### src/rtl/ram_reader_pkg.sv
// Shared types and build-time constants for the RAM burst reader.
// Define RAM_READER_LAT2_EN for a RAM with an extra output register (RD_LAT=2, BUF_DEPTH=3).
package ram_reader_pkg;

    typedef enum logic [1:0] {
        IDLE  = 2'd0,
        ISSUE = 2'd1,
        DRAIN = 2'd2
    } state_t;

`ifdef RAM_READER_LAT2_EN
    localparam int RD_LAT    = 2;
    localparam int BUF_DEPTH = 3;
`else
    localparam int RD_LAT    = 1;
    localparam int BUF_DEPTH = 2;
`endif

    // Bits needed to hold a count in 0..n.
    function automatic int cnt_w(input int n);
        return (n < 2) ? 1 : $clog2(n + 1);
    endfunction

endpackage

### src/rtl/ram_burst_reader_if.sv
// Control, RAM read-port and output-stream signals of the RAM burst reader.
interface ram_burst_reader_if #(
    parameter int DATA_WIDTH = 36,
    parameter int ADDR_WIDTH = 9
);
    logic                  START;
    logic [ADDR_WIDTH-1:0] START_ADDR;
    logic [ADDR_WIDTH:0]   LEN;
    logic                  BUSY;
    logic                  DONE;
    logic                  RAM_RE;
    logic [ADDR_WIDTH-1:0] RAM_ADDR;
    logic [DATA_WIDTH-1:0] RAM_DOUT;
    logic                  M_VALID;
    logic                  M_READY;
    logic [DATA_WIDTH-1:0] M_DATA;
    logic                  M_LAST;

    modport master (
        input  START, START_ADDR, LEN, RAM_DOUT, M_READY,
        output BUSY, DONE, RAM_RE, RAM_ADDR, M_VALID, M_DATA, M_LAST
    );

    modport slave (
        output START, START_ADDR, LEN, RAM_DOUT, M_READY,
        input  BUSY, DONE, RAM_RE, RAM_ADDR, M_VALID, M_DATA, M_LAST
    );
endinterface

### src/rtl/ram_reader_skid_fifo.sv
// Small register FIFO of {last, data} holding RAM words until the stream consumer takes them.
module ram_reader_skid_fifo
    import ram_reader_pkg::*;
#(
    parameter int DATA_WIDTH = 36,
    parameter int DEPTH      = BUF_DEPTH,
    parameter int OCC_W      = cnt_w(DEPTH)
) (
    input  logic                  clk,
    input  logic                  rst,
    input  logic                  push,
    input  logic [DATA_WIDTH-1:0] push_data,
    input  logic                  push_last,
    input  logic                  pop,
    output logic                  out_valid,
    output logic [DATA_WIDTH-1:0] out_data,
    output logic                  out_last,
    output logic [OCC_W-1:0]      occ
);
    localparam int PTR_W = (DEPTH > 1) ? $clog2(DEPTH) : 1;

    logic [DATA_WIDTH-1:0] mem_data [DEPTH];
    logic                  mem_last [DEPTH];
    logic [PTR_W-1:0]      wr_ptr;
    logic [PTR_W-1:0]      rd_ptr;

    function automatic logic [PTR_W-1:0] ptr_inc(input logic [PTR_W-1:0] p);
        return (p == PTR_W'(DEPTH - 1)) ? '0 : p + 1'b1;
    endfunction

    // Storage is cleared too so the stream data output reads zero after reset.
    always_ff @(posedge clk) begin
        if (rst) begin
            wr_ptr <= '0;
            rd_ptr <= '0;
            occ    <= '0;
            for (int i = 0; i < DEPTH; i++) begin
                mem_data[i] <= '0;
                mem_last[i] <= 1'b0;
            end
        end else begin
            if (push) begin
                mem_data[wr_ptr] <= push_data;
                mem_last[wr_ptr] <= push_last;
                wr_ptr           <= ptr_inc(wr_ptr);
            end
            if (pop) begin
                rd_ptr <= ptr_inc(rd_ptr);
            end
            case ({push, pop})
                2'b10:   occ <= occ + 1'b1;
                2'b01:   occ <= occ - 1'b1;
                default: ;
            endcase
        end
    end

    assign out_valid = (occ != '0);
    assign out_data  = mem_data[rd_ptr];
    assign out_last  = out_valid & mem_last[rd_ptr];

endmodule

### src/rtl/ram_burst_reader.sv
// Issues LEN sequential RAM reads and streams the words out with credit-based backpressure.
// Build option RAM_READER_LAT2_EN (see ram_reader_pkg) selects the two-cycle RAM read latency.
module ram_burst_reader
    import ram_reader_pkg::*;
#(
    parameter int DATA_WIDTH = 36,
    parameter int ADDR_WIDTH = 9
) (
    input  logic            CLK,
    input  logic            RST,
    ram_burst_reader_if.master bus
);
    localparam int OCC_W  = cnt_w(BUF_DEPTH);
    localparam int INF_W  = cnt_w(RD_LAT);
    localparam int CRED_W = cnt_w(BUF_DEPTH) + 2;

    state_t                  state;
    logic [ADDR_WIDTH-1:0]   addr;
    logic [ADDR_WIDTH:0]     remaining;
    logic                    busy;
    logic                    done;

    logic [RD_LAT-1:0]       rd_vld_p;
    logic [RD_LAT-1:0]       rd_last_p;
    logic [INF_W-1:0]        inflight;
    logic signed [CRED_W-1:0] credit;
    logic                    credit_ok;
    logic                    re;
    logic                    last_tag;
    logic                    pop;

    logic [OCC_W-1:0]        occ;
    logic                    fifo_valid;
    logic                    fifo_last;
    logic [DATA_WIDTH-1:0]   fifo_data;

    assign pop      = fifo_valid & bus.M_READY;
    assign last_tag = (remaining == (ADDR_WIDTH + 1)'(1));

    always_comb begin
        inflight = '0;
        for (int k = 0; k < RD_LAT; k++) begin
            inflight = inflight + INF_W'(rd_vld_p[k]);
        end
    end

    // A read issued now lands in the buffer RD_LAT cycles later; the current pop frees a slot.
    always_comb begin
        credit = CRED_W'(BUF_DEPTH) - CRED_W'(occ) - CRED_W'(inflight) + CRED_W'(pop);
    end

    assign credit_ok = !credit[CRED_W-1] && (credit != '0);
    assign re        = (state == ISSUE) && credit_ok;

    // RAM return pipe: p0 is the cycle after RE, p[RD_LAT-1] is when RAM_DOUT holds the word.
    always_ff @(posedge CLK) begin
        if (RST) begin
            rd_vld_p  <= '0;
            rd_last_p <= '0;
        end else begin
            rd_vld_p[0]  <= re;
            rd_last_p[0] <= re & last_tag;
            for (int k = 1; k < RD_LAT; k++) begin
                rd_vld_p[k]  <= rd_vld_p[k-1];
                rd_last_p[k] <= rd_last_p[k-1];
            end
        end
    end

    always_ff @(posedge CLK) begin
        if (RST) begin
            state     <= IDLE;
            addr      <= '0;
            remaining <= '0;
            busy      <= 1'b0;
            done      <= 1'b0;
        end else begin
            done <= 1'b0;
            case (state)
                IDLE: begin
                    if (bus.START) begin
                        if (bus.LEN != '0) begin
                            addr      <= bus.START_ADDR;
                            remaining <= bus.LEN;
                            busy      <= 1'b1;
                            state     <= ISSUE;
                        end else begin
                            done <= 1'b1;
                        end
                    end
                end
                ISSUE: begin
                    if (re) begin
                        addr      <= addr + 1'b1;
                        remaining <= remaining - 1'b1;
                        if (last_tag) begin
                            state <= DRAIN;
                        end
                    end
                end
                DRAIN: begin
                    if (inflight == '0 && pop && fifo_last) begin
                        done  <= 1'b1;
                        busy  <= 1'b0;
                        state <= IDLE;
                    end
                end
                default: state <= IDLE;
            endcase
        end
    end

    ram_reader_skid_fifo #(
        .DATA_WIDTH (DATA_WIDTH),
        .DEPTH      (BUF_DEPTH),
        .OCC_W      (OCC_W)
    ) u_fifo (
        .clk       (CLK),
        .rst       (RST),
        .push      (rd_vld_p[RD_LAT-1]),
        .push_data (bus.RAM_DOUT),
        .push_last (rd_last_p[RD_LAT-1]),
        .pop       (pop),
        .out_valid (fifo_valid),
        .out_data  (fifo_data),
        .out_last  (fifo_last),
        .occ       (occ)
    );

    assign bus.BUSY     = busy;
    assign bus.DONE     = done;
    assign bus.RAM_RE   = re;
    assign bus.RAM_ADDR = addr;
    assign bus.M_VALID  = fifo_valid;
    assign bus.M_DATA   = fifo_data;
    assign bus.M_LAST   = fifo_last;

endmodule
### src/flat_wrapper.sv
// flat-port wrapper written by rule: the top's interface ports become plain ports
module ram_burst_reader_flat import ram_reader_pkg::*;
#(
    parameter int DATA_WIDTH = 36,
    parameter int ADDR_WIDTH = 9
)
  (CLK, RST, bus_START, bus_START_ADDR, bus_LEN, bus_RAM_DOUT, bus_M_READY, bus_BUSY, bus_DONE, bus_RAM_RE, bus_RAM_ADDR, bus_M_VALID, bus_M_DATA, bus_M_LAST);
  ram_burst_reader_if #(.DATA_WIDTH(DATA_WIDTH), .ADDR_WIDTH(ADDR_WIDTH)) bus_i ();
  input  logic CLK;
  input  logic RST;
  input wire logic [$bits(bus_i.START)-1:0] bus_START;
  input wire logic [$bits(bus_i.START_ADDR)-1:0] bus_START_ADDR;
  input wire logic [$bits(bus_i.LEN)-1:0] bus_LEN;
  input wire logic [$bits(bus_i.RAM_DOUT)-1:0] bus_RAM_DOUT;
  input wire logic [$bits(bus_i.M_READY)-1:0] bus_M_READY;
  output wire logic [$bits(bus_i.BUSY)-1:0] bus_BUSY;
  output wire logic [$bits(bus_i.DONE)-1:0] bus_DONE;
  output wire logic [$bits(bus_i.RAM_RE)-1:0] bus_RAM_RE;
  output wire logic [$bits(bus_i.RAM_ADDR)-1:0] bus_RAM_ADDR;
  output wire logic [$bits(bus_i.M_VALID)-1:0] bus_M_VALID;
  output wire logic [$bits(bus_i.M_DATA)-1:0] bus_M_DATA;
  output wire logic [$bits(bus_i.M_LAST)-1:0] bus_M_LAST;
  assign bus_i.START = bus_START;
  assign bus_i.START_ADDR = bus_START_ADDR;
  assign bus_i.LEN = bus_LEN;
  assign bus_i.RAM_DOUT = bus_RAM_DOUT;
  assign bus_i.M_READY = bus_M_READY;
  assign bus_BUSY = bus_i.BUSY;
  assign bus_DONE = bus_i.DONE;
  assign bus_RAM_RE = bus_i.RAM_RE;
  assign bus_RAM_ADDR = bus_i.RAM_ADDR;
  assign bus_M_VALID = bus_i.M_VALID;
  assign bus_M_DATA = bus_i.M_DATA;
  assign bus_M_LAST = bus_i.M_LAST;
  ram_burst_reader #(.DATA_WIDTH(DATA_WIDTH), .ADDR_WIDTH(ADDR_WIDTH)) u_core (.CLK(CLK), .RST(RST), .bus(bus_i));
endmodule
### config.mk
export PLATFORM = sky130hd
export DESIGN_NAME = ram_burst_reader_flat
export DESIGN_NICKNAME = d
export VERILOG_FILES = /design/src/rtl/ram_reader_pkg.sv /design/src/rtl/ram_burst_reader_if.sv /design/src/rtl/ram_reader_skid_fifo.sv /design/src/rtl/ram_burst_reader.sv /design/src/flat_wrapper.sv
export SDC_FILE = /design/constraint.sdc
export NUM_CORES = 1
export LEC_CHECK = 0
export ABC_AREA = 1
export CAP_MARGIN = 20
export CORE_MARGIN = 2
export CORE_UTILIZATION = 55
export CTS_CLUSTER_SIZE = 20
export DETAILED_ROUTE_END_ITERATION = 10
export GPL_TIMING_DRIVEN = 0
export PLACE_DENSITY = 0.88
export SYNTH_ARGS = -nofsm -noshare
export SYNTH_HDL_FRONTEND = slang
export SYNTH_HIERARCHICAL = 1
export SYNTH_SLANG_ARGS = --single-unit
### constraint.sdc
create_clock -name CLK -period 6.65 [get_ports CLK]
set_clock_uncertainty 0.15 [all_clocks]
set_input_delay 1.33 -clock CLK [delete_from_list [all_inputs] [get_ports CLK]]
set_output_delay 1.33 -clock CLK [all_outputs]
set_load 0.005 [all_outputs]
==> impl_results.rst, run 1 <==
.. list-table::
   :header-rows: 1

   * - Metric
     - Value
   * - Fmax
     - 204 MHz
   * - Grt ovf
     - 0
   * - CTS tree
     - built
   * - Mapped Area
     - 5260 um^2
   * - Number of synthesized register bits
     - 104
   * - RePlAce Congestion
     - 0.890
   * - Count of input and output buffers
     - 108
   * - Combined global-route utilization of all metal layers
     - 0.254
   * - Maximum level of the CTS H-tree
     - 3
   * - Largest net degree at the start of global routing
     - 38
   * - Min Tclk post-route
     - 4.91 ns
   * - Power density relative to cell area
     - 360 nW/um^2
   * - Arrival @ worst endpoint
     - 3.43 ns
   * - Most frequent standard cell in the layout excluding fill and tap cells
     - sky130_fd_sc_hd__nand2_1
   * - Count of unresolved DRC violations after routing
     - 0
   * - Net load switching power
     - 939 uW
   * - HPWL reported at the end of detailed placement
     - 9330 um
   * - Static leakage
     - 0.00307 uW
   * - Floorplan die area
     - 10400 um^2
   * - Status
     - finished clean
   * - Clock insertion delay at the later pin of the skew report
     - 0.38 ns
   * - Total CTS buffers
     - 9
   * - Worst Hold Path EP
     - u_core/bus.BUSY
   * - Fin Setup TNS
     - 0 ns
   * - Most used flip-flop cell after synthesis
     - sky130_fd_sc_hd__edfxtp_1
   * - Path type of the worst setup path
     - in -> out
   * - Summed area of non-filler cells in the final layout
     - 6720 um^2
   * - Via count
     - 4631
   * - Internal power
     - 1480 uW
   * - Kind of capture point of the worst setup path
     - primary output
   * - Worst min path class
     - reg -> reg
   * - Count of warnings emitted by yosys
     - 6
   * - Share of flip-flops with an asynchronous set or reset
     - 0
   * - Number of core rows
     - 35
   * - Most frequent cells in the layout
     - sky130_fd_sc_hd__nand2_1 (200), sky130_fd_sc_hd__nor2_1 (136), sky130_fd_sc_hd__clkdlybuf4s50_1 (108), sky130_fd_sc_hd__edfxtp_1 (74), sky130_fd_sc_hd__inv_1 (72)
   * - Diodes inserted
     - 0
   * - Number of buffers inserted to repair setup after CTS
     - 0
   * - Routed WL per cell
     - 14.5 um
   * - Crit Reg-Reg Startpoint
     - u_core/u_fifo/occ[1]
   * - Horizontal die dimension
     - 102 um
   * - Clk pin slew, worst setup/hold paths
     - 0.10 ns
   * - Endpoints failing hold
     - 0
   * - Worst-path maximum fanout
     - 4
   * - Chip Height
     - 102 um
   * - Ports placed on the boundary
     - 109
   * - Number of enable-type register cells in the synthesized netlist
     - 74
   * - Via density per instance
     - 5.16
   * - Filler Cell Count
     - 697
   * - Area after DPL
     - 6510 um^2
   * - Share of the clock period used by the worst path
     - 0.739
   * - Count of cells along the worst register-to-register path
     - 13
   * - Peak ir drop on the vdd network
     - 188 uV
   * - Number of gates resized after cts
     - 0
   * - RSZ-0062 raised after global routing
     - no
   * - Count of max-cap constraint violations
     - 0
   * - Combinational fraction of design power
     - 0.453
   * - Number of global-route vias before repair
     - 4505
   * - Slew at the pin closest to its max-slew limit
     - 0.911 ns
   * - Num Clock Sinks
     - 104
   * - Total count of max-transition violations in the final report
     - 0
   * - Drt first pass iters
     - 5
   * - Number of buffers between clock root and the deepest sink
     - 2
   * - Hold wc startpoint
     - u_core/bus.BUSY
   * - Req. time, crit path
     - 5.17 ns
   * - Distinct cell type count after synthesis
     - 36
   * - Hold-fix buffers, CTS
     - 0
   * - Sequential area share after synthesis
     - 0.536
   * - Layout overhead on the synthesized area
     - 27.7%
   * - Instance count along the most critical hold path
     - 2
   * - Final net count
     - 833
   * - Wire length of the first global-routing pass
     - 20200 um
   * - Number of instances in the synthesized netlist
     - 645
   * - Setup crit start kind
     - input pin
   * - Net switching share of the total power
     - 0.388
   * - Starting density of the core
     - 0.567
   * - Antenna-violating nets left
     - 0
   * - Fraction of power consumed by the clock network
     - 0.173
   * - Initial DRC Count
     - 244
   * - Sequential share of power
     - 0.374
   * - Aggregate routed wire length
     - 13100 um
   * - Net count after synthesis
     - 714
   * - Clock root buffer master
     - sky130_fd_sc_hd__clkbuf_8
   * - Capture instance of the worst register-to-register path
     - u_core/remaining[3]
   * - Post-synthesis average cell area
     - 8.16 um^2
   * - Slew margin rel.
     - 0.390
   * - Share of cells above drive strength 1
     - 0.0884
   * - Initial antenna violation count
     - 0
   * - Worst R2R Setup Slack
     - 3.80 ns
   * - Floorplan core area
     - 9280 um^2
   * - Final Setup Violations
     - 0
-- metal layers --
metal,up-vias,part of all wire,global-route usage
li1,2251,-,-
met1,2144,0.40,0.294
met2,217,0.51,0.458
met3,19,0.078,0.0458
met4,0,0.018,0.113
met5,-,0,0
-- critical path, cell delays in order --
cell and delay (ns):
sky130_fd_sc_hd__clkdlybuf4s50_1 0.39, sky130_fd_sc_hd__nand2_1 0.05, sky130_fd_sc_hd__inv_1 0.09, sky130_fd_sc_hd__ha_1 0.24, sky130_fd_sc_hd__fa_1 0.49, sky130_fd_sc_hd__nor2_1 0.04, sky130_fd_sc_hd__nand3_1 0.08, sky130_fd_sc_hd__nand2_2 0.09
sky130_fd_sc_hd__nor2_1 0.10, sky130_fd_sc_hd__clkdlybuf4s50_1 0.51
-- synthesized netlist by cell type (all sizes together) (3+ instances only) --
cell / count / area share
nor2: 147 / 0.11
dfxtp: 30 / 0.11
a21oi: 6 / 0.0057
inv: 78 / 0.057
edfxtp: 74 / 0.42
nand2: 208 / 0.15
nand4: 4 / 0.0059
o21ai: 22 / 0.023
clkbuf: 3 / 0.0021
buf: 20 / 0.031
nor3: 3 / 0.0038
nand3: 26 / 0.025
ha: 8 / 0.019
-- how the worst max path moves through the flow --
stage                 from  slack [ns]  cells after the start          to
4_1_cts        bus_M_READY        1.72                     10  bus_RAM_RE
5_1_grt        bus_M_READY        1.63                     10  bus_RAM_RE
2_1_floorplan  bus_M_READY        2.75                      8  bus_RAM_RE
6_report       bus_M_READY        1.74                     10  bus_RAM_RE
3_5_place_dp   bus_M_READY        1.74                     10  bus_RAM_RE
3_3_place_gp   bus_M_READY        1.74                     10  bus_RAM_RE
-- layout make-up --
cell class                 count  area (um^2)  area share
buffer                        23          175      0.0261
sequential                   104         2820       0.420
tap                          129          161      0.0240
timing repair buffer         108         1080       0.161
clock inverter                 7         88.8      0.0132
clock buffer                   9          124      0.0184
multi-input combinational    440         1970       0.293
inverter                      78          298      0.0443
-- power by group through the flow --
stage | sequential, uW | clock (uW) | combinational (uW)
2_1_floorplan | 898 | 0 | 667
5_1_grt | 920 | 449 | 1220
3_5_place_dp | 919 | 0 | 1080
4_1_cts | 906 | 422 | 1090
3_3_place_gp | 913 | 0 | 1050
6_report | 906 | 419 | 1100
-- state kept, by name (all words and copies together) (netlist names), named ones only --
register,count
u_core/remaining,10
u_core/state,2
u_core/u_fifo/occ,2
u_core/u_fifo/mem_data,72
u_core/u_fifo/rd_ptr,1
u_core/bus.BUSY,1
u_core/bus.RAM_ADDR,9
u_core/u_fifo/wr_ptr,1
u_core/u_fifo/mem_last,2
u_core/rd_vld_p,1
u_core/bus.DONE,1
u_core/rd_last_p,1
-- logic make-up (layout without fill, tap and decap cells) --
group                    count (synthesis)  after routing  synth area share
AO/OA/AOI/OAI                           32             32            0.0342
adder cells (fa/ha/maj)                 10             10            0.0266
buffers and inverters                  101            225            0.0899
flip-flops                             104            104             0.536
multiplexers                             1              1           0.00190
XOR/XNOR                                 3              3           0.00499
AND/OR/NAND/NOR                        394            394             0.306
-- metrics by stage --
| step | power [uW] | setup slack (ns) | hold slack (ns) | std cells | utilization |
|---|---|---|---|---|---|
| finish | 2420 | 1.74 | 0.315 | 898 | 0.724 |
| global route | 2590 | 1.63 | 0.339 | 898 | 0.724 |
| CTS | 2420 | 1.72 | 0.318 | 898 | 0.724 |
| detailed placement | 2000 | 1.74 | 0.290 | 882 | 0.701 |
| global placement | 1960 | 1.74 | 0.301 | 882 | 0.701 |
| floorplan | 1560 | 2.75 | 0.292 | 645 | - |
Power figures use the tool's default switching activity.
==> run 2: changes to the inputs <==
--- a/config.mk
+++ b/config.mk
@@ -8,11 +8,11 @@
 export ABC_AREA = 1
 export CAP_MARGIN = 20
 export CORE_MARGIN = 2
-export CORE_UTILIZATION = 55
+export CORE_UTILIZATION = 47
 export CTS_CLUSTER_SIZE = 20
 export DETAILED_ROUTE_END_ITERATION = 10
 export GPL_TIMING_DRIVEN = 0
-export PLACE_DENSITY = 0.88
+export PLACE_DENSITY = 0.8
 export SYNTH_ARGS = -nofsm -noshare
 export SYNTH_HDL_FRONTEND = slang
 export SYNTH_HIERARCHICAL = 1
==> constraint.sdc (replaced) <==
create_clock -name CLK -period 4 [get_ports CLK]
set_clock_uncertainty 0.15 [all_clocks]
set_input_delay 0.8 -clock CLK [delete_from_list [all_inputs] [get_ports CLK]]
set_output_delay 0.8 -clock CLK [all_outputs]
set_load 0.005 [all_outputs]
==> impl_results.rst, run 2 (synthesis gave the netlist of run 1 again) <==
.. list-table::
   :header-rows: 1

   * - Metric
     - Value
   * - Fmax
     - 256 MHz
   * - Arrival @ worst endpoint
     - 2.95 ns (was 3.43 ns)
   * - Req. time, crit path
     - 3.05 ns (was 5.17 ns)
   * - Slew margin rel.
     - 0.388 (was 0.390)
   * - Net load switching power
     - 1520 uW (was 939 uW)
   * - Clk pin slew, worst setup/hold paths
     - 0.10 ns (about the same)
   * - Peak ir drop on the vdd network
     - 347 uV (was 188 uV)
   * - Final Util
     - 0.618 (was 0.724)
   * - Fin Setup TNS
     - 0 ns (unchanged)
   * - Hold wc startpoint
     - u_core/bus.BUSY (unchanged)
   * - Worst R2R Setup Slack
     - 1.06 ns (was 3.80 ns)
   * - Num Clock Sinks
     - 104 (unchanged)
   * - Clock insertion delay at the later pin of the skew report
     - 0.36 ns (was 0.38 ns)
   * - Minimum setup slack after placement
     - 0.0752 ns (was 1.74 ns)
   * - Horizontal die dimension
     - 110 um (was 102 um)
   * - PnR worst setup slack
     - 0.0961 ns (was 1.74 ns)
   * - Number of core rows
     - 38 (was 35)
   * - Hold-fix buffers, CTS
     - 0 (unchanged)
   * - Chip Height
     - 110 um (was 102 um)
   * - Capture instance of the worst register-to-register path
     - u_core/bus.RAM_ADDR[4] (was u_core/remaining[3])
   * - Clock root buffer master
     - sky130_fd_sc_hd__clkbuf_8 (unchanged)
   * - Filler Cell Count
     - 922 (was 697)
   * - Path type of the worst setup path
     - in -> out (unchanged)
   * - Kind of capture point of the worst setup path
     - primary output (unchanged)
   * - Status
     - finished clean (unchanged)
   * - Count of input and output buffers
     - 108 (unchanged)
   * - Worst Hold Path EP
     - u_core/bus.BUSY (unchanged)
   * - Floorplan core area
     - 10900 um^2 (was 9280 um^2)
   * - HPWL reported at the end of detailed placement
     - 8850 um (was 9330 um)
   * - Static leakage
     - 0.00305 uW (was 0.00307 uW)
   * - Antenna-violating nets left
     - 0 (unchanged)
   * - Initial DRC Count
     - 253 (was 244)
   * - Worst min path class
     - reg -> reg (unchanged)
   * - Overall power consumption
     - 3980 uW (was 2420 uW)
   * - Total count of max-transition violations in the final report
     - 0 (unchanged)
   * - Diodes inserted
     - 0 (unchanged)
   * - Combined global-route utilization of all metal layers
     - 0.211 (was 0.254)
   * - Share of cells above drive strength 1
     - 0.0897 (was 0.0884)
   * - Min Tclk post-route
     - 3.90 ns
   * - Ports placed on the boundary
     - 109 (unchanged)
   * - Share of the clock period used by the worst path
     - 0.976
   * - Number of buffers inserted to repair setup after CTS
     - 0 (unchanged)
   * - Routed WL per cell
     - 13.5 um (was 14.5 um)
   * - Wire length of the first global-routing pass
     - 19700 um (was 20200 um)
   * - Floorplan die area
     - 12100 um^2 (was 10400 um^2)
   * - Layout overhead on the synthesized area
     - 27.8% (was 27.7%)
   * - Worst-path maximum fanout
     - 4 (unchanged)
   * - Number of gates resized after cts
     - 0 (unchanged)
   * - Number of global-route vias before repair
     - 4405 (was 4505)
   * - Number of buffers between clock root and the deepest sink
     - 2 (unchanged)
   * - Starting density of the core
     - 0.483 (was 0.567)
   * - CTS tree
     - built (unchanged)
   * - Setup crit start kind
     - input pin (unchanged)
   * - FF+latch area
     - 2820 um^2 (unchanged)
   * - Via count
     - 4521 (was 4631)
   * - Crit Reg-Reg Startpoint
     - u_core/u_fifo/occ[1] (unchanged)
   * - Count of cells along the worst register-to-register path
     - 13 (unchanged)
   * - Internal power
     - 2460 uW (was 1480 uW)
   * - Instance count along the most critical hold path
     - 2 (unchanged)
   * - Multi-input logic area
     - 1980 um^2 (was 1970 um^2)
   * - Initial antenna violation count
     - 0 (unchanged)
   * - Endpoints failing hold
     - 0 (unchanged)
   * - Slew at the pin closest to its max-slew limit
     - 0.914 ns (was 0.911 ns)
   * - Largest net degree at the start of global routing
     - 38 (unchanged)
   * - Drt first pass iters
     - 5 (unchanged)
   * - Combinational fraction of design power
     - 0.457 (was 0.453)
   * - Via density per instance
     - 4.97 (was 5.16)
   * - Final Setup Violations
     - 0 (unchanged)
   * - Flip-flop count of the largest register, all copies and words added
     - 72 (unchanged)
   * - Count of max-cap constraint violations
     - 0 (unchanged)
   * - Final net count
     - 833 (unchanged)
   * - Net switching share of the total power
     - 0.381 (was 0.388)
   * - Grt ovf
     - 0 (unchanged)
   * - Most frequent cells in the layout
     - sky130_fd_sc_hd__nand2_1 (200), sky130_fd_sc_hd__nor2_1 (135), sky130_fd_sc_hd__clkdlybuf4s50_1 (108), sky130_fd_sc_hd__edfxtp_1 (74), sky130_fd_sc_hd__inv_1 (72) (was sky130_fd_sc_hd__nand2_1 (200), sky130_fd_sc_hd__nor2_1 (136), sky130_fd_sc_hd__clkdlybuf4s50_1 (108), sky130_fd_sc_hd__edfxtp_1 (74), sky130_fd_sc_hd__inv_1 (72))
   * - Summed area of non-filler cells in the final layout
     - 6730 um^2 (was 6720 um^2)
   * - Register with the most flip-flops
     - u_core/u_fifo/mem_data (unchanged)
   * - Aggregate routed wire length
     - 12300 um (was 13100 um)
   * - Count of unresolved DRC violations after routing
     - 0 (unchanged)
   * - Power density relative to cell area
     - 591 nW/um^2 (was 360 nW/um^2)
   * - Fraction of power consumed by the clock network
     - 0.165 (was 0.173)
   * - RePlAce Congestion
     - 0.876 (was 0.890)
   * - Total CTS buffers
     - 9 (unchanged)
   * - Maximum level of the CTS H-tree
     - 3 (unchanged)
   * - Most frequent standard cell in the layout excluding fill and tap cells
     - sky130_fd_sc_hd__nand2_1 (unchanged)
   * - Area after DPL
     - 6530 um^2 (was 6510 um^2)
   * - Sequential share of power
     - 0.378 (was 0.374)
[run 2: cell types whose count changed in the layout (fill, tap and decap cells not counted), sizes merged]
cell      delta
clkinvlp     +2
clkinv       -3
inv          -1
clkbuf       +2
[run 2: metal layers]
metal  global-route usage  up-vias  routed length, um
met5                    0        -                  0
met4               0.0669        0                 98
met3               0.0403       13                902
met2                0.381      192               6250
met1                0.251     2069               5020
li1                     -     2247                  -
[run 2: final cells by class]
| cell class | count | share of cell area |
|---|---|---|
| Tap cell | 140 | 0.0260 |
| Multi-Input combinational cell | 440 | 0.294 |
| Clock inverter | 5 | 0.00967 |
| Sequential cell | 104 | 0.419 |
| Timing Repair Buffer | 108 | 0.161 |
| Clock buffer | 11 | 0.0195 |
| Inverter | 78 | 0.0443 |
| Buffer | 23 | 0.0260 |
[run 2: critical path, stage by stage]
cell and delay (ns):
sky130_fd_sc_hd__clkdlybuf4s50_1 0.41, sky130_fd_sc_hd__nand2_1 0.06, sky130_fd_sc_hd__inv_1 0.10, sky130_fd_sc_hd__ha_2 0.22, sky130_fd_sc_hd__fa_2 0.52, sky130_fd_sc_hd__nor2_1 0.04, sky130_fd_sc_hd__nand3_1 0.09, sky130_fd_sc_hd__nand2_2 0.10
sky130_fd_sc_hd__nor2_2 0.11, sky130_fd_sc_hd__clkdlybuf4s50_1 0.51
[run 2: power by group through the flow]
stage	logic (uW)	registers (uW)	clock network, uW
finish	1820	1500	657
floorplan	1110	1490	0
global route	2040	1530	706
CTS	1810	1500	668
global placement	1740	1520	0
detailed placement	1800	1520	0
[run 2: through the flow]
step / hold slack, ns / cells
detailed placement: 0.303 / 893
floorplan: 0.292 / 645
global route: 0.352 / 909
finish: 0.313 / 909
global placement: 0.290 / 893
CTS: 0.318 / 909
[run 2: worst max path at each step]
stage,start,end,slack (ns)
final,bus_M_READY,bus_RAM_RE,0.1
after global placement,RST,u_core/u_fifo/mem_data[0][6],0.05
after floorplan,bus_M_READY,bus_RAM_RE,1.16
after global routing,bus_M_READY,bus_RAM_RE,-0.0001
after CTS,bus_M_READY,bus_RAM_RE,0.06
after detailed placement,bus_M_READY,bus_RAM_RE,0.08
==> run 3: changes to the inputs <==
--- a/config.mk
+++ b/config.mk
@@ -13,6 +13,7 @@
 export DETAILED_ROUTE_END_ITERATION = 10
 export GPL_TIMING_DRIVEN = 0
 export PLACE_DENSITY = 0.8
+export SETUP_SLACK_MARGIN = 0.4
 export SYNTH_ARGS = -nofsm -noshare
 export SYNTH_HDL_FRONTEND = slang
 export SYNTH_HIERARCHICAL = 1
==> impl_results.rst, run 3 (synthesis gave the netlist of run 1 again) <==
.. list-table::
   :header-rows: 1

   * - Metric
     - Value
   * - Status
     - finished clean (unchanged)
   * - Via count
     - 4547 (was 4521)
   * - Routed WL per cell
     - 13.5 um (about the same)
   * - Setup crit start kind
     - input pin (unchanged)
   * - Count of max-cap constraint violations
     - 0 (unchanged)
   * - Min Tclk post-route
     - 3.48 ns (was 3.90 ns)
   * - Worst R2R Setup Slack
     - 0.95 ns (was 1.06 ns)
   * - Kind of capture point of the worst setup path
     - primary output (unchanged)
   * - Antenna-violating nets left
     - 0 (unchanged)
   * - Crit Reg-Reg Startpoint
     - u_core/u_fifo/occ[0] (was u_core/u_fifo/occ[1])
   * - Wire length of the first global-routing pass
     - 19800 um (was 19700 um)
   * - Flip-flop count of the largest register, all copies and words added
     - 72 (unchanged)
   * - Final Util
     - 0.619 (was 0.618)
   * - Critical Path, Cell by Cell
     - clkdlybuf4s50_1, nand2_1, inv_2, ha_2, fa_2, nor2_1, nand3_1, nand2_2, nor2_2, clkbuf_2 (was clkdlybuf4s50_1, nand2_1, inv_1, ha_2, fa_2, nor2_1, nand3_1, nand2_2, nor2_2, clkdlybuf4s50_1)
   * - Via density per instance
     - 4.99 (was 4.97)
   * - Register with the most flip-flops
     - u_core/u_fifo/mem_data (unchanged)
   * - RePlAce Congestion
     - 0.876 (unchanged)
   * - Total CTS buffers
     - 9 (unchanged)
   * - Req. time, crit path
     - 3.05 ns (about the same)
   * - Starting density of the core
     - 0.483 (unchanged)
   * - Grt ovf
     - 0 (unchanged)
   * - Worst-path maximum fanout
     - 2 (was 4)
   * - Ports placed on the boundary
     - 109 (unchanged)
   * - Slew at the pin closest to its max-slew limit
     - 0.913 ns (was 0.914 ns)
   * - Fin Setup TNS
     - 0 ns (unchanged)
   * - CTS tree
     - built (unchanged)
   * - Count of unresolved DRC violations after routing
     - 0 (unchanged)
   * - Clk pin slew, worst setup/hold paths
     - 0.10 ns (about the same)
   * - Fmax
     - 287 MHz (was 256 MHz)
   * - Diodes inserted
     - 0 (unchanged)
   * - Count of input and output buffers
     - 108 (unchanged)
   * - Floorplan core area
     - 10900 um^2 (unchanged)
   * - Endpoints failing hold
     - 0 (unchanged)
   * - Combined global-route utilization of all metal layers
     - 0.212 (was 0.211)
   * - Num Clock Sinks
     - 104 (unchanged)
   * - Maximum level of the CTS H-tree
     - 3 (unchanged)
   * - HPWL reported at the end of detailed placement
     - 8850 um (unchanged)
   * - Number of core rows
     - 38 (unchanged)
   * - Aggregate routed wire length
     - 12300 um (about the same)
   * - Slowest Stage Delay on Critical Path
     - 0.56 ns (was 0.52 ns)
   * - Peak ir drop on the vdd network
     - 318 uV (was 347 uV)
   * - Capture instance of the worst register-to-register path
     - u_core/bus.RAM_ADDR[4] (unchanged)
   * - Clock insertion delay at the later pin of the skew report
     - 0.36 ns (about the same)
   * - Arrival @ worst endpoint
     - 2.53 ns (was 2.95 ns)
   * - Most frequent standard cell in the layout excluding fill and tap cells
     - sky130_fd_sc_hd__nand2_1 (unchanged)
   * - Floorplan die area
     - 12100 um^2 (unchanged)
   * - Static leakage
     - 0.00306 uW (was 0.00305 uW)
   * - Largest net degree at the start of global routing
     - 38 (unchanged)
   * - Number of buffers between clock root and the deepest sink
     - 2 (unchanged)
   * - Total count of max-transition violations in the final report
     - 0 (unchanged)
   * - RSZ-0062 raised after global routing
     - no
   * - Final net count
     - 835 (was 833)
   * - Power density relative to cell area
     - 593 nW/um^2 (was 591 nW/um^2)
   * - Initial antenna violation count
     - 0 (unchanged)
   * - Filler Cell Count
     - 924 (was 922)
   * - Number of global-route vias before repair
     - 4421 (was 4405)
   * - Count of cells along the worst register-to-register path
     - 14 (was 13)
   * - FF+latch area
     - 2820 um^2 (unchanged)
   * - Horizontal die dimension
     - 110 um (unchanged)
   * - Path type of the worst setup path
     - in -> out (unchanged)
   * - Slowest-stage cell, CP
     - sky130_fd_sc_hd__fa_2 (unchanged)
   * - Chip Height
     - 110 um (unchanged)
   * - Most frequent cells in the layout
     - sky130_fd_sc_hd__nand2_1 (200), sky130_fd_sc_hd__nor2_1 (135), sky130_fd_sc_hd__clkdlybuf4s50_1 (107), sky130_fd_sc_hd__edfxtp_1 (74), sky130_fd_sc_hd__inv_1 (71) (was sky130_fd_sc_hd__nand2_1 (200), sky130_fd_sc_hd__nor2_1 (135), sky130_fd_sc_hd__clkdlybuf4s50_1 (108), sky130_fd_sc_hd__edfxtp_1 (74), sky130_fd_sc_hd__inv_1 (72))
   * - Final Setup Violations
     - 0 (unchanged)
   * - Slew margin rel.
     - 0.389 (was 0.388)
   * - Worst min path class
     - reg -> reg (unchanged)
   * - Initial DRC Count
     - 282 (was 253)
   * - Source of the critical timing path
     - bus_M_READY (unchanged)
   * - Multi-input logic area
     - 1980 um^2 (unchanged)
   * - Share of cells above drive strength 1
     - 0.0947 (was 0.0897)
   * - Drt first pass iters
     - 5 (unchanged)
   * - Layout overhead on the synthesized area
     - 28.0% (was 27.8%)
   * - End point of the critical path
     - bus_RAM_RE (unchanged)
   * - Clock root buffer master
     - sky130_fd_sc_hd__clkbuf_8 (unchanged)
   * - Share of the clock period used by the worst path
     - 0.871 (was 0.976)
   * - Hold-fix buffers, CTS
     - 0 (unchanged)
[run 3: changes by cell type in the layout (fill, tap and decap cells not counted), sizes merged]
cell and change:
clkbuf +1, buf +2, clkdlybuf4s50 -1
[run 3: per-layer routing]
layer	wire, um	global-route usage	up-vias
li1	-	-	2248
met1	4910	0.251	2086
met5	0	0	-
met2	6300	0.386	195
met4	155	0.0669	0
met3	926	0.0421	18
[run 3: timing repair]
item / 4_1_cts / 5_1_grt
setup endpoints to repair: 1 / 1
pin swaps: 1 / 3
gates resized for setup: 4 / 3
setup buffers: 2 / 0
[run 3: final cells by class]
type | count | area share
sequential | 104 | 0.419
tap | 140 | 0.0260
clock inverter | 5 | 0.00965
buffer | 23 | 0.0260
clock buffer | 11 | 0.0195
multi-input combinational | 440 | 0.294
timing repair buffer | 110 | 0.162
inverter | 78 | 0.0442
[run 3: report_power, final]
| part | switching (uW) | total [uW] | internal (uW) |
|---|---|---|---|
| clock | 357 | 654 | 297 |
| combinational | 1020 | 1840 | 821 |
| sequential | 145 | 1500 | 1360 |
[run 3: worst min-delay path by stage]
stage,cells after the start,endpoint,slack (ns),startpoint
final,2,u_core/bus.BUSY,0.31,u_core/bus.BUSY
after global routing,2,u_core/bus.BUSY,0.35,u_core/bus.BUSY
after CTS,2,u_core/bus.BUSY,0.32,u_core/bus.BUSY
after detailed placement,2,u_core/bus.BUSY,0.30,u_core/bus.BUSY
after global placement,2,u_core/bus.BUSY,0.29,u_core/bus.BUSY
after floorplan,2,u_core/bus.BUSY,0.29,u_core/bus.BUSY
[run 3: stage by stage]
stage	hold slack, ns	cells	power [uW]	instance area [um^2]	setup WS [ns]
floorplan	0.292	645	2600	5260	1.16
global placement	0.290	893	3260	6520	0.0478
detailed placement	0.303	893	3330	6530	0.0752
CTS	0.318	911	4010	6740	0.442
global route	0.352	911	4300	6740	0.433
finish	0.313	911	4000	6740	0.517
[run 3: critical path: cells and delay by family]
kind	cells	cell delay, ns
buffers and inverters	3	0.58
AND/OR/NAND/NOR	5	0.39
adder cells (fa/ha/maj)	2	0.75
